## src/rtl/writeback_unit.sv

```systemverilog
// Register-file writeback: selects one of NSRC sources and drives a registered write port.
// Latency: one cycle for direct sources; memory source waits out BUSYWAIT (bounded by TIMEOUT).
// Backpressure: STALL asks upstream to hold its request while a memory load is outstanding.
module writeback_unit #(
    parameter int WIDTH    = 8,
    parameter int NSRC     = 4,
    parameter int SEL_W    = 2,
    parameter int RADDR_W  = 3,
    parameter int MEM_SRC  = 1,
    parameter int TIMEOUT  = 255,
    parameter int ZERO_REG = 0
) (
    input  logic                    CLK,
    input  logic                    RESET_N,
    input  logic [NSRC*WIDTH-1:0]   SRC_DATA,
    input  logic [SEL_W-1:0]        WRITESEL,
    input  logic                    WRITEENABLE,
    input  logic [RADDR_W-1:0]      WRITEADDR,
    input  logic                    BUSYWAIT,
    output logic [WIDTH-1:0]        IN,
    output logic [RADDR_W-1:0]      INADDR,
    output logic                    INWRITE,
    output logic                    STALL,
    output logic                    ERR
);

    localparam int CNT_W = $clog2(TIMEOUT + 1);

    localparam logic [0:0] S_IDLE     = 1'b0;
    localparam logic [0:0] S_WAIT_MEM = 1'b1;

    logic [0:0]         r_state;
    logic [CNT_W-1:0]   r_cnt;
    logic [RADDR_W-1:0] r_pend_addr;
    logic [WIDTH-1:0]   r_in;
    logic [RADDR_W-1:0] r_inaddr;
    logic               r_inwrite;
    logic               r_err;

    logic [WIDTH-1:0]   w_sel_dat;
    logic [WIDTH-1:0]   w_mem_dat;
    logic               w_sel_ok;
    logic               w_sel_mem;
    logic [CNT_W-1:0]   w_cnt_inc;
    logic               w_timeout;
    logic               w_req_zero;
    logic               w_pend_zero;

    // Source mux; out-of-range selects yield zero and are flagged separately.
    always_comb begin
        w_sel_dat = '0;
        for (int k = 0; k < NSRC; k++) begin
            if (int'(WRITESEL) == k) begin
                w_sel_dat = SRC_DATA[k*WIDTH +: WIDTH];
            end
        end
    end

    assign w_mem_dat   = SRC_DATA[MEM_SRC*WIDTH +: WIDTH];
    assign w_sel_ok    = (int'(WRITESEL) < NSRC);
    assign w_sel_mem   = (int'(WRITESEL) == MEM_SRC);
    assign w_cnt_inc   = r_cnt + CNT_W'(1);
    // The edge on which the counter would reach TIMEOUT-1 is the last one we wait.
    assign w_timeout   = (int'(w_cnt_inc) >= (TIMEOUT - 1));
    assign w_req_zero  = (ZERO_REG != 0) && (WRITEADDR == '0);
    assign w_pend_zero = (ZERO_REG != 0) && (r_pend_addr == '0);

    // Stall covers the whole wait, including the cycle the blocked request is first presented.
    assign STALL = (r_state == S_WAIT_MEM) ||
                   (WRITEENABLE && w_sel_mem && BUSYWAIT);

    // FSM and registered write port; strobe defaults low so it is a single-cycle pulse.
    always_ff @(posedge CLK or negedge RESET_N) begin
        if (!RESET_N) begin
            r_state     <= S_IDLE;
            r_cnt       <= '0;
            r_pend_addr <= '0;
            r_in        <= '0;
            r_inaddr    <= '0;
            r_inwrite   <= 1'b0;
            r_err       <= 1'b0;
        end else begin
            r_inwrite <= 1'b0;
            case (r_state)
                S_IDLE: begin
                    if (WRITEENABLE) begin
                        if (!w_sel_ok) begin
                            r_err <= 1'b1;
                        end else if (w_sel_mem && BUSYWAIT) begin
                            r_pend_addr <= WRITEADDR;
                            r_cnt       <= '0;
                            r_state     <= S_WAIT_MEM;
                        end else begin
                            r_in      <= w_sel_dat;
                            r_inaddr  <= WRITEADDR;
                            r_inwrite <= !w_req_zero;
                        end
                    end
                end
                S_WAIT_MEM: begin
                    // New requests are ignored here; upstream is holding on STALL.
                    if (!BUSYWAIT) begin
                        r_in      <= w_mem_dat;
                        r_inaddr  <= r_pend_addr;
                        r_inwrite <= !w_pend_zero;
                        r_state   <= S_IDLE;
                    end else begin
                        r_cnt <= w_cnt_inc;
                        if (w_timeout) begin
                            r_err   <= 1'b1;
                            r_state <= S_IDLE;
                        end
                    end
                end
                default: r_state <= S_IDLE;
            endcase
        end
    end

    assign IN      = r_in;
    assign INADDR  = r_inaddr;
    assign INWRITE = r_inwrite;
    assign ERR     = r_err;

endmodule

```

## config.mk

```make
export PLATFORM = sky130hd
export DESIGN_NAME = writeback_unit
export DESIGN_NICKNAME = d
export VERILOG_FILES = /design/src/rtl/writeback_unit.sv
export SDC_FILE = /design/constraint.sdc
export NUM_CORES = 1
export LEC_CHECK = 0
export CORE_MARGIN = 2
export CORE_UTILIZATION = 35
export DETAILED_ROUTE_END_ITERATION = 8
export HOLD_SLACK_MARGIN = 0.1
export MAX_ROUTING_LAYER = met4
export PLACE_DENSITY = 0.67
export SLEW_MARGIN = 40
export SYNTH_ARGS = -nofsm -noshare
export SYNTH_HDL_FRONTEND = slang
export SYNTH_SLANG_ARGS = --single-unit
```

## constraint.sdc

```tcl
create_clock -name CLK -period 1.6 [get_ports CLK]
set_input_delay 0.16 -clock CLK [delete_from_list [all_inputs] [get_ports CLK]]
set_output_delay 0.16 -clock CLK [all_outputs]
set_load 0.05 [all_outputs]
```

==> metrics.yaml <==
nets: 240
pwr-share-seq: 0.422
endpoint_kind: "register"
r2r_end: "IN[6]$_DFFE_PN0P_"
critPathMaxStageDelay_ns: 0.56
die_h_um: 67.36
yosysTopAreaCell: "dfrtp_1"
yosysSeqAreaShare: 0.4452
place_inst: 242
hp-class: "in2async"
core-area_um2: 3943
final_util: 0.5389
cts_max_level: 1
initial_utilization: 0.3564
syn2layout_area_growth_pct: 51.20
setup_viol: 0
post_drt_wl_per_cell_um: 14.63
synthArstFlopShare: 1.000
rsz0062_at_grt: "no"
vias_per_cell: 5.134
drt-total-wl_um: 3600
post_cts_buffers: 0
grt.total_usage: 0.1724
gp_congestion: 0.8026
synth_top_area_frac: 0.4452
maxCapViolCount: 0
cts_tree: "done"
grt_max_degree: 26
grt_pass1_vias: 1269
swShare: 0.3545
cpLargestDelayFamily: "buffers and inverters"
syn_area_um2: 1405
power_frac_clock: 0.194
diodes: 0
p_int_mw: 1.257
rrSetupSlack_ns: 0.13
clk_pin_slew_ns: 0.09
cp.required_ns: 1.76
portBuffers: 54
worst_skew_pair.late_latency_ns: 0.27
cts_made_buffers: 3
drtAntennaViolNets: 0
overflow: 0
synth_seq_cells: 25
p_switching_uw: 690.4
synth-edff-count: 0
first_pass_iters: 4
critPathBufInv: 3
layout_commonest_cell: "clkdlybuf4s50_1"
power_frac_comb: 0.383
ir_drop_v: 0.0006355
antenna_found_initial: 0
relSlewSlack: 0.7894
grt_pass1_wl_um: 5754
synth_ff_type: "dfrtp_1"
hpwl_um: 2841
root_buffer: "clkbuf_8"
die_area_um2: 4537
final.setup.tns_ns: 0
synth_warnings: 0
clockBufferDepth: 2
worstReg2RegStart: "r_state$_DFF_PN0_"
power_density_nw_per_um2: 916.7
path_cells: "clkdlybuf4s50_1 > inv_1 > a21o_1 > a21oi_2 > buf_4 > mux2_2"
start_kind: "primary input"
report.final.slew_viol_count: 0
period_needed_ns: 1.494
crit_fanout: 5
worstSetupPathDepth: 6
fmax_mhz: 669.1
power.leakage_nw: 0.9370
io_pins: 55
layout_setup_ws_ns: 0.1055
syn_avg_cell_area_um2: 11.06
crit_end: "IN[6]$_DFFE_PN0P_"
synth_nets: 170
crit_arrival_ns: 1.66
reg2reg_depth: 4
die_x_um: 67.36
synth_cell_types: 28
status: "complete, no violations"
final_cell_mix: "clkdlybuf4s50_1 (39), buf_4 (30), dfrtp_1 (25), mux2_2 (24), o21ai_0 (11)"
finalClockSkew_ns: 0.001615
dr.first_iter.drc_count: 56
period_share: 0.9340
crit_path_top_delay_cell: "clkdlybuf4s50_1"
num_rows: 23
clock_sinks: 25
route.detailed.drc: 0
criticalPathCategory: "in2reg"
drive_gt1_frac: 0.3163
stdcell_count: 246
vias: 1263
critPathLaunch: "WRITESEL[1]"
dp_slack_ns: -0.2914
synth_cells: 127
finalHoldViolations: 0
tightest_slew_ns: 0.3159
synth_area_leaders: "dfrtp_1 (45%), mux2_2 (19%), o2bb2ai_1 (4.4%), o21ai_0 (3.9%), a22oi_1 (3.7%)"
## sequential cells by signal, summed over array words and instances (netlist names)
signal	count
ERR	1
IN	8
INADDR	3
INWRITE	1
r_cnt	8
r_pend_addr	3
r_state	1
## final cells by class
type | instances | area (um^2)
Fill cell | 347 | 1818
Clock inverter | 1 | 5.005
Sequential cell | 25 | 625.6
Timing Repair Buffer | 71 | 648.1
Tap cell | 50 | 62.56
Inverter | 3 | 11.26
Clock buffer | 3 | 41.29
Multi-Input combinational cell | 93 | 730.7
## what timing repair did
action | in CTS | in global routing
hold buffers | 0 | 0
resized for setup | 0 | 1
setup endpoints to repair | 0 | 3
## per-layer routing
layer / up-vias / routed length (um) / track usage / share of wire
met2: 50 / 1699 / 0.3082 / 0.47
met4: 0 / 46 / 0.05357 / 0.013
li1: 606 / - / - / -
met5: - / 0 / - / 0
met1: 602 / 1445 / 0.1865 / 0.40
met3: 5 / 408 / 0.04500 / 0.11
## synthesized netlist by cell type (all sizes together), types with 3 or more instances
library cell and instances:
a22oi 7, o21ai 11, a21oi 4, o2bb2ai 7, dfrtp 25, inv 3, buf 3, nand2 10
nor2 4, xor2 3, nand3 3, clkbuf 3, mux2 25
## cell families (layout without fill, tap and decap cells)
group / count (synthesis) / after routing / synth area share
DFF: 25 / 25 / 0.4452
adders and majority gates: 2 / 2 / 0.01781
muxes: 26 / 26 / 0.2191
xor gates and xnor gates: 4 / 4 / 0.02494
buffers and inverters: 9 / 78 / 0.03740
and+or+nand+nor: 26 / 26 / 0.08994
AOI/OAI and AO/OA: 35 / 35 / 0.1656
## worst reg2reg max path, stage by stage (launching register included)
cell and delay, ns:
dfrtp_1 0.46, a21o_1 0.21, a21oi_2 0.19, buf_4 0.17, mux2_2 0.33
## power groups by stage
stage	clock (mW)	sequential, mW	combinational, mW
5_1_grt	0.421	0.841	0.803
6_report	0.379	0.822	0.747
3_5_place_dp	0	0.836	0.755
2_1_floorplan	0	1.03	0.245
3_3_place_gp	0	0.826	0.739
4_1_cts	0.398	0.824	0.757
## through the flow
step           hold slack (ns)  power [mW]  cell area [um^2]
3_5_place_dp            0.4646       1.592              2076
3_3_place_gp            0.4465       1.565              2076
2_1_floorplan          -0.1356       1.272              1409
5_1_grt                 0.2720       2.065              2125
4_1_cts                 0.2463       1.978              2122
6_report                0.2347       1.948              2125
## worst min path at each step
stage | from | to | slack, ns
5_1_grt | RESET_N | r_cnt[7]$_DFFE_PN0P_ | 0.27
3_5_place_dp | ERR$_DFFE_PN0P_ | ERR$_DFFE_PN0P_ | 0.46
2_1_floorplan | RESET_N | ERR$_DFFE_PN0P_ | -0.14
4_1_cts | RESET_N | r_cnt[7]$_DFFE_PN0P_ | 0.25
3_3_place_gp | ERR$_DFFE_PN0P_ | ERR$_DFFE_PN0P_ | 0.45
6_report | RESET_N | ERR$_DFFE_PN0P_ | 0.23
Note: power is estimated with default switching activity, not from simulation.
